<file path="config.mk">
export PLATFORM = sky130hd
export DESIGN_NAME = uart_word_loader_flat
export DESIGN_NICKNAME = d
export VERILOG_FILES = /design/src/rtl/uart_word_loader_if.sv /design/src/rtl/uart_word_loader.sv /design/src/flat_wrapper.sv
export SDC_FILE = /design/constraint.sdc
export NUM_CORES = 1
export LEC_CHECK = 0
export CAP_MARGIN = 20
export CORE_MARGIN = 5
export CORE_UTILIZATION = 35
export DETAILED_ROUTE_END_ITERATION = 7
export PLACE_DENSITY_LB_ADDON = 0.12
export RECOVER_POWER = 50
export SYNTH_ARGS = -nofsm -noshare
export SYNTH_HDL_FRONTEND = slang
export SYNTH_SLANG_ARGS = --single-unit
</file>
<file path="constraint.sdc">
create_clock -name clk_50M -period 13 [get_ports clk_50M]
set_input_delay 1.3 -clock clk_50M [delete_from_list [all_inputs] [get_ports clk_50M]]
set_output_delay 1.3 -clock clk_50M [all_outputs]
set_load 0.01 [all_outputs]
</file>
<file path="src/rtl/uart_word_loader_if.sv">
// Byte-in / word-out bundle between uart_rx, the word loader and the memory write port.
// master drives bytes and clear; slave (the loader) returns the assembled word and status.
interface uart_word_loader_if #(
  parameter int BYTES_PER_WORD = 2,
  parameter int ADDR_WIDTH     = 16
);
  localparam int WORD_WIDTH = 8 * BYTES_PER_WORD;

  logic                  clear;
  logic                  byte_ready;
  logic [7:0]            byte_in;
  logic                  word_ready;
  logic [WORD_WIDTH-1:0] word;
  logic [ADDR_WIDTH-1:0] word_addr;
  logic [ADDR_WIDTH:0]   word_count;
  logic [15:0]           checksum;
  logic                  busy;
  logic                  full;
  logic                  timeout_err;
  logic                  overflow_err;

  modport master (
    output clear, byte_ready, byte_in,
    input  word_ready, word, word_addr, word_count, checksum,
           busy, full, timeout_err, overflow_err
  );

  modport slave (
    input  clear, byte_ready, byte_in,
    output word_ready, word, word_addr, word_count, checksum,
           busy, full, timeout_err, overflow_err
  );
endinterface

</file>
<file path="src/rtl/uart_word_loader.sv">
// Packs received UART bytes into words with sequential load addresses, an inter-byte
// timeout that drops broken partial words, a capacity limit and a running byte checksum.
module uart_word_loader #(
  parameter int BYTES_PER_WORD = 2,
  parameter bit LSB_FIRST      = 1'b1,
  parameter int ADDR_WIDTH     = 16,
  parameter int MAX_WORDS      = 1024,
  parameter int TIMEOUT_CYCLES = 500000
) (
  input  logic              clk_50M,
  input  logic              rst,
  uart_word_loader_if.slave bus
);
  localparam int WORD_WIDTH = 8 * BYTES_PER_WORD;
  // A one-byte word still needs a 1-bit index so the vector is never zero width.
  localparam int IDX_W      = (BYTES_PER_WORD > 1) ? $clog2(BYTES_PER_WORD) : 1;
  localparam int CNT_W      = $clog2(TIMEOUT_CYCLES + 1);

  localparam logic [IDX_W-1:0]    LAST_IDX   = IDX_W'(BYTES_PER_WORD - 1);
  localparam logic [CNT_W-1:0]    EXPIRE_CNT = CNT_W'(TIMEOUT_CYCLES - 1);
  localparam logic [ADDR_WIDTH:0] MAX_COUNT  = (ADDR_WIDTH + 1)'(MAX_WORDS);

  typedef enum logic [1:0] {
    S_IDLE,
    S_ASSEMBLE,
    S_FULL
  } state_t;

  state_t                state;
  logic [IDX_W-1:0]      byte_idx;
  logic [WORD_WIDTH-1:0] shreg;
  logic [CNT_W-1:0]      idle_cnt;

  logic [WORD_WIDTH-1:0] asm_word;
  logic [15:0]           asm_sum;
  logic [ADDR_WIDTH:0]   next_count;

  // Partial word with the incoming byte dropped into its slot, and that word's byte sum.
  always_comb begin
    asm_word = shreg;
    if (LSB_FIRST) asm_word[8*int'(byte_idx) +: 8] = bus.byte_in;
    else           asm_word[8*(BYTES_PER_WORD-1-int'(byte_idx)) +: 8] = bus.byte_in;
    asm_sum = '0;
    for (int i = 0; i < BYTES_PER_WORD; i++) asm_sum = asm_sum + 16'(asm_word[8*i +: 8]);
    next_count = bus.word_count + (ADDR_WIDTH + 1)'(1);
  end

  // NOTE: sequential state uses non-blocking assignments only, so every register
  // samples the pre-edge values and ordering inside the block does not matter.
  always_ff @(posedge clk_50M or negedge rst) begin
    if (!rst) begin
      state            <= S_IDLE;
      byte_idx         <= '0;
      shreg            <= '0;
      idle_cnt         <= '0;
      bus.word_ready   <= 1'b0;
      bus.word         <= '0;
      bus.word_addr    <= '0;
      bus.word_count   <= '0;
      bus.checksum     <= '0;
      bus.busy         <= 1'b0;
      bus.full         <= 1'b0;
      bus.timeout_err  <= 1'b0;
      bus.overflow_err <= 1'b0;
    end else if (bus.clear) begin
      // clear outranks a simultaneous byte: the byte is dropped.
      state            <= S_IDLE;
      byte_idx         <= '0;
      shreg            <= '0;
      idle_cnt         <= '0;
      bus.word_ready   <= 1'b0;
      bus.word         <= '0;
      bus.word_addr    <= '0;
      bus.word_count   <= '0;
      bus.checksum     <= '0;
      bus.busy         <= 1'b0;
      bus.full         <= 1'b0;
      bus.timeout_err  <= 1'b0;
      bus.overflow_err <= 1'b0;
    end else begin
      bus.word_ready <= 1'b0;
      case (state)
        S_IDLE, S_ASSEMBLE: begin
          if (bus.byte_ready) begin
            idle_cnt <= '0;
            if (byte_idx == LAST_IDX) begin
              bus.word_ready <= 1'b1;
              bus.word       <= asm_word;
              bus.word_addr  <= bus.word_count[ADDR_WIDTH-1:0];
              bus.word_count <= next_count;
              bus.checksum   <= bus.checksum + asm_sum;
              bus.busy       <= 1'b0;
              byte_idx       <= '0;
              shreg          <= '0;
              if (next_count == MAX_COUNT) begin
                bus.full <= 1'b1;
                state    <= S_FULL;
              end else begin
                state    <= S_IDLE;
              end
            end else begin
              shreg    <= asm_word;
              byte_idx <= byte_idx + IDX_W'(1);
              bus.busy <= 1'b1;
              state    <= S_ASSEMBLE;
            end
          end else if (state == S_ASSEMBLE) begin
            // A byte landing on the expiry edge is taken above, so it always wins.
            if (idle_cnt == EXPIRE_CNT) begin
              byte_idx        <= '0;
              shreg           <= '0;
              idle_cnt        <= '0;
              bus.busy        <= 1'b0;
              bus.timeout_err <= 1'b1;
              state           <= S_IDLE;
            end else begin
              idle_cnt <= idle_cnt + CNT_W'(1);
            end
          end
        end
        S_FULL: begin
          if (bus.byte_ready) bus.overflow_err <= 1'b1;
        end
        default: state <= S_IDLE;
      endcase
    end
  end
endmodule
</file>
<file path="src/flat_wrapper.sv">
// flat-port wrapper written by rule: the top's interface ports become plain ports
module uart_word_loader_flat 
#(
  parameter int BYTES_PER_WORD = 2,
  parameter bit LSB_FIRST      = 1'b1,
  parameter int ADDR_WIDTH     = 16,
  parameter int MAX_WORDS      = 1024,
  parameter int TIMEOUT_CYCLES = 500000
)
  (clk_50M, rst, bus_clear, bus_byte_ready, bus_byte_in, bus_word_ready, bus_word, bus_word_addr, bus_word_count, bus_checksum, bus_busy, bus_full, bus_timeout_err, bus_overflow_err);
  uart_word_loader_if #(.BYTES_PER_WORD(BYTES_PER_WORD), .ADDR_WIDTH(ADDR_WIDTH)) bus_i ();
  input  logic clk_50M;
  input  logic rst;
  input wire logic [$bits(bus_i.clear)-1:0] bus_clear;
  input wire logic [$bits(bus_i.byte_ready)-1:0] bus_byte_ready;
  input wire logic [$bits(bus_i.byte_in)-1:0] bus_byte_in;
  output wire logic [$bits(bus_i.word_ready)-1:0] bus_word_ready;
  output wire logic [$bits(bus_i.word)-1:0] bus_word;
  output wire logic [$bits(bus_i.word_addr)-1:0] bus_word_addr;
  output wire logic [$bits(bus_i.word_count)-1:0] bus_word_count;
  output wire logic [$bits(bus_i.checksum)-1:0] bus_checksum;
  output wire logic [$bits(bus_i.busy)-1:0] bus_busy;
  output wire logic [$bits(bus_i.full)-1:0] bus_full;
  output wire logic [$bits(bus_i.timeout_err)-1:0] bus_timeout_err;
  output wire logic [$bits(bus_i.overflow_err)-1:0] bus_overflow_err;
  assign bus_i.clear = bus_clear;
  assign bus_i.byte_ready = bus_byte_ready;
  assign bus_i.byte_in = bus_byte_in;
  assign bus_word_ready = bus_i.word_ready;
  assign bus_word = bus_i.word;
  assign bus_word_addr = bus_i.word_addr;
  assign bus_word_count = bus_i.word_count;
  assign bus_checksum = bus_i.checksum;
  assign bus_busy = bus_i.busy;
  assign bus_full = bus_i.full;
  assign bus_timeout_err = bus_i.timeout_err;
  assign bus_overflow_err = bus_i.overflow_err;
  uart_word_loader #(.BYTES_PER_WORD(BYTES_PER_WORD), .LSB_FIRST(LSB_FIRST), .ADDR_WIDTH(ADDR_WIDTH), .MAX_WORDS(MAX_WORDS), .TIMEOUT_CYCLES(TIMEOUT_CYCLES)) u_core (.clk_50M(clk_50M), .rst(rst), .bus(bus_i));
endmodule
</file>
# Word-level counts from Yosys, hierarchy flattened
# Cells that the tools add are included.
[totals]
register_bits = 108
output_inout_bits = 70
[classes]
reduce_logical = 18
muxes = 62
n_shift = 2
add_sub_neg = 6
n_eq_ne = 8
[op_table]
columns = ["op", "n"]
rows = [
  ["$mux W16", 18],
  ["$mux W19", 5],
  ["$mux W17", 4],
  ["$neg A4 Y33", 1],
  ["$shift A8 B33 Y16 const A", 1],
  ["$shiftx A8 B33 Y16", 1],
  ["$mux W1", 27],
  ["$add A19 B1 Y19 const B", 1],
  ["$eq A19 B19 Y1 const B", 1],
  ["$add A17 B1 Y17 const B", 1],
  ["$eq A17 B11 Y1 const B", 1],
  ["$add A16 B16 Y16", 1],
  ["$bwmux W16", 1],
  ["$reduce_bool A2 Y1", 7],
  ["$mux W2", 6],
  ["$add A8 B8 Y9", 1],
  ["$reduce_and A3 Y1", 3],
  ["$ne A4 B3 Y1 const B", 2],
  ["$reduce_and A4 Y1", 2],
  ["$reduce_bool A3 Y1", 2],
  ["$ne A2 B2 Y1 const B", 2],
  ["$pmux W2 S2", 1],
  ["$reduce_and A2 Y1", 2],
  ["$eq A2 B1 Y1 const B", 1],
  ["4 further kinds", 4],
]

# Logic depth before layout (Yosys ltp)
[depth]
depth_word = 9
ltp_mapped = 17

# Least setup slack after synthesis
# No wires, ideal clock.
[synth_path]
path_type = "input to register"
start = "in bus_byte_in[1]"
end = "reg u_core.bus.checksum[10]"
n_path_buf = 0
arrival_time_ns = 4.267
cell_stages = 15
setup_slack_ns = 8.608
cell_sequence = "mux2i_1 inv_1 ha_1 a21o_1 a21oi_1 nor2b_1 o21a_1 nor2_1 xnor2_1 ha_1 a21o_1 or3_1 o211a_1 o211ai_1 mux2_2"
[synth_via]
elab_chain_cells = 8
[synth_rtl]
columns = ["item", "line", "source"]
rows = [
  ["start: declaration", "flat_wrapper.sv:16", "input wire logic [$bits(bus_i.byte_in)-1:0] bus_byte_in;"],
  ["$shiftx A8 B33 Y16", "uart_word_loader.sv:41", "if (LSB_FIRST) asm_word[8*int'(byte_idx) +: 8] = bus.byte_in;"],
  ["$bwmux W16", "uart_word_loader.sv:41", ""],
  ["$add A8 B8 Y9", "uart_word_loader.sv:44", "for (int i = 0; i < BYTES_PER_WORD; i++) asm_sum = asm_sum + 16'(asm_word[8*i +: 8]);"],
  ["$add A16 B16 Y16", "uart_word_loader.sv:91", "bus.checksum <= bus.checksum + asm_sum;"],
  ["$mux W16", "uart_word_loader.sv:86", "if (byte_idx == LAST_IDX) begin"],
  ["$mux W16", "uart_word_loader.sv:84", "if (bus.byte_ready) begin"],
  ["$mux W16", "uart_word_loader.sv:82", "case (state)"],
  ["$mux W16", "uart_word_loader.sv:65", "end else if (bus.clear) begin"],
  ["end signal: assignment", "uart_word_loader.sv:91", ""],
  ["end: declaration", "uart_word_loader_if.sv:30", "output word_ready, word, word_addr, word_count, checksum,"],
]
# Every way passes these cells. The select of a mux whose other input is x is not followed.
# A chain may end at the register's enable or synchronous reset.

==> run metrics <==
top cell type's share of synthesized area 46.6%; Worst Path Required 12650 ps; largest net degree at the start of global routing 66; IO Count 82; DR WL/cell 15.9 um; Final ANT Viol Nets 0; Storage cell area 2680 sq um; Worst setup EP type async pin; PnR Total Power 0.000750 W; Port Buf Inserts 81; Post-synth EDFFs 0; CP Depth 2; initial antenna violation count 0; area of the multi-input gates 2890 sq um; max incr delay on CP 2600 ps; Mapped Area 5740 sq um; # diodes 0; Worst-path clk slew 70 ps; post_cts resized 0; failing checks max-capacitance violations, max-slew violations; number of global-route vias before repair 4672; Comb power frac 15.3%; first-pass GRT wire length 24300 um; worst reg2reg path startpoint u_core.bus.busy; drt first-iter violations 232; Synth area leaders dfrtp_1, nand2_1, ha_1, nor2_1, xor2_1; Root Driver clkbuf_16; syn_nets 641; Pins Over Slew Limit 198; Critical Path End u_core.bus.checksum[7]; Reg power frac 46.4%; layout cell share with drive strength beyond 1 6.31%; Die Y 138 um; period utilisation layout 46.0%; Worst R2R Path Depth 14; Worst Setup SP rst; CTS Buf Count 9; Main synth FF type dfrtp_1; number of max-cap violations 4; starting density of the core 35.9%; final core utilization 43.9%; Final Setup Violations 0; register-to-register setup slack 8510 ps; crit path cell chain clkbuf_1 > clkbuf_1; switch share 26.9%; CP Max Fanout 65; Worst-Skew Late Latency 350 ps; Yosys warnings 0; via count 4579; area leader, netlist dfrtp_1; worst rel slew slack -135%; Max VDD drop 61.5 uV; WS Path Type in2async; worst path bufs/invs 2; crit path max-delay cell type clkbuf_1; gr usage total 15.2%; Max clock buf depth 2; drt first pass iters 5; die footprint 19100 sq um; LEAKAGE 3.15 nW; ys async rst share 100%; H-tree Lvls 3; Pint 0.000548 W; Worst Setup Start Kind input port; Layout Skew 9.53 ps; setup tns final 0 ps; nets 710; grt ovf 0; # hold bufs at CTS 0; Avg Inst Size Synth 9.46 sq um; post-detailed-placement half-perimeter wirelength 9800 um; Area Overhead vs Synth 22.3%; worst slew pin tran 3530 ps; cells after synthesis 607; drt total wl 14300 um; fillcell total 1601; number of setup buffers added after CTS 0; min cycle time layout 5980 ps; Cell variety after synth 56; pwr/cell area 107 nW/um^2; DRC 0; via/cell ratio 5.10; Worst EP arrival 5630 ps; outcome complete, but fails checks; RSZ-0062 raised after global routing false; Die W 138 um; placeable core region 16000 sq um; register area share after synthesis 46.6%; Fmax achieved 167 MHz; RePlAce Congestion 0.800; cell family with most CP delay buffers and inverters; Net Switching 0.000202 W; power share of the clock group 38.3%; CTS tree yes; FF-to-FF End u_core.bus.checksum[9]; Tightest Hold Check Type reg2reg; Final Hold Fails 0; Yosys reg bits 107; Top cell by count, worst path clkbuf_1; row count 46; clk sink count 107
[cell usage in the layout, fill, tap and decap left out, drive strengths merged, types with 3 or more instances in the layout]
| master | count |
|---|---|
| nand4 | 6 |
| nor2 | 66 |
| ha | 20 |
| xor2 | 22 |
| o21ai | 19 |
| a211o | 3 |
| nor4 | 4 |
| mux2i | 17 |
| dfrtp | 107 |
| or4 | 3 |
| mux2 | 17 |
| o211ai | 6 |
| nor3b | 8 |
| nor2b | 5 |
| clkdlybuf4s50 | 51 |
| xnor2 | 18 |
| nand3 | 34 |
| or3 | 6 |
| and4 | 3 |
| a21o | 7 |
| nor3 | 10 |
| inv | 15 |
| buf | 3 |
| nand2 | 89 |
| dlygate4sd3 | 28 |
| clkbuf | 15 |
| and2 | 9 |
| a211oi | 4 |
| a21oi | 37 |
| o31ai | 8 |
| and3 | 11 |
[through the flow]
| step | area [sq um] | hold slack [ps] | worst slack, ps | std cells |
|---|---|---|---|---|
| after global routing | 7030 | 498 | 5790 | 897 |
| after floorplan | 5740 | 433 | 8610 | 607 |
| after CTS | 7050 | 473 | 8140 | 897 |
| after detailed placement | 6730 | 455 | 7770 | 881 |
| final | 7030 | 470 | 7020 | 897 |
| after global placement | 6730 | 447 | 7930 | 881 |
[routing by layer]
metal	track usage (%)	share of wire [%]	wire, um
met1	19.8	46	6550
met2	26.0	49	7020
met3	4.03	4.1	590
met4	2.76	0.69	99
met5	0	0	0
[cells in the mapped netlist, drive strengths merged, types with 7 or more instances]
master / number
inv: 14
xnor2: 18
nand2: 89
a21o: 7
xor2: 22
nor2: 66
nor3b: 8
mux2i: 17
o21ai: 19
nor3: 10
mux2: 17
a21oi: 37
nand3: 34
and3: 11
and2: 9
dfrtp: 107
o31ai: 8
ha: 20
clkbuf: 14
buf: 14
[cells by family (layout without fill, tap and decap cells)]
kind of cell,Yosys count,count (layout),synth area share [%]
AND/OR/NAND/NOR,259,259,21.2
flip-flops,107,107,46.6
AO/OA/AOI/OAI,103,103,11.7
buffers and inverters,42,116,3.07
XOR/XNOR,40,40,6.10
multiplexers,34,34,6.29
adder cells (fa/ha/maj),22,22,5.05
[layout make-up]
cell class              instances  area share, %
inverters                      14          0.748
well taps                     216           3.85
clock inverters                 5          0.855
clock buffers                  11           3.60
flip-flops and latches        107           38.1
multi-input cells             458           41.1
repair buffers                 86           11.8
[worst min-delay path by stage]
| stage | start | endpoint | slack [ps] | cells after the start |
|---|---|---|---|---|
| after global placement | u_core.shreg[3] | u_core.shreg[3] | 450 | 2 |
| final | u_core.shreg[3] | u_core.shreg[3] | 470 | 2 |
| after detailed placement | u_core.shreg[3] | u_core.shreg[3] | 460 | 2 |
| after CTS | u_core.shreg[3] | u_core.shreg[3] | 470 | 2 |
| after floorplan | u_core.shreg[0] | u_core.shreg[0] | 430 | 2 |
| after global routing | u_core.shreg[10] | u_core.shreg[10] | 500 | 1 |
[power by group through the flow]
stage | registers [W] | clock network (W) | logic, W
finish | 0.000348 | 0.000287 | 0.000115
CTS | 0.000348 | 0.000297 | 0.000118
floorplan | 0.000353 | 0 | 0.0000754
global placement | 0.000355 | 0 | 0.000115
global route | 0.000349 | 0.000311 | 0.000129
detailed placement | 0.000355 | 0 | 0.000117
[registers in the layout, indices dropped and copies added (netlist names), 2 cells and up]
signal                 count
u_core.bus.checksum       16
u_core.bus.word           16
u_core.bus.word_count     17
u_core.idle_cnt           19
u_core.shreg              16
u_core.state               2
u_core.bus.word_addr      16
Power figures use the tool's default switching activity.
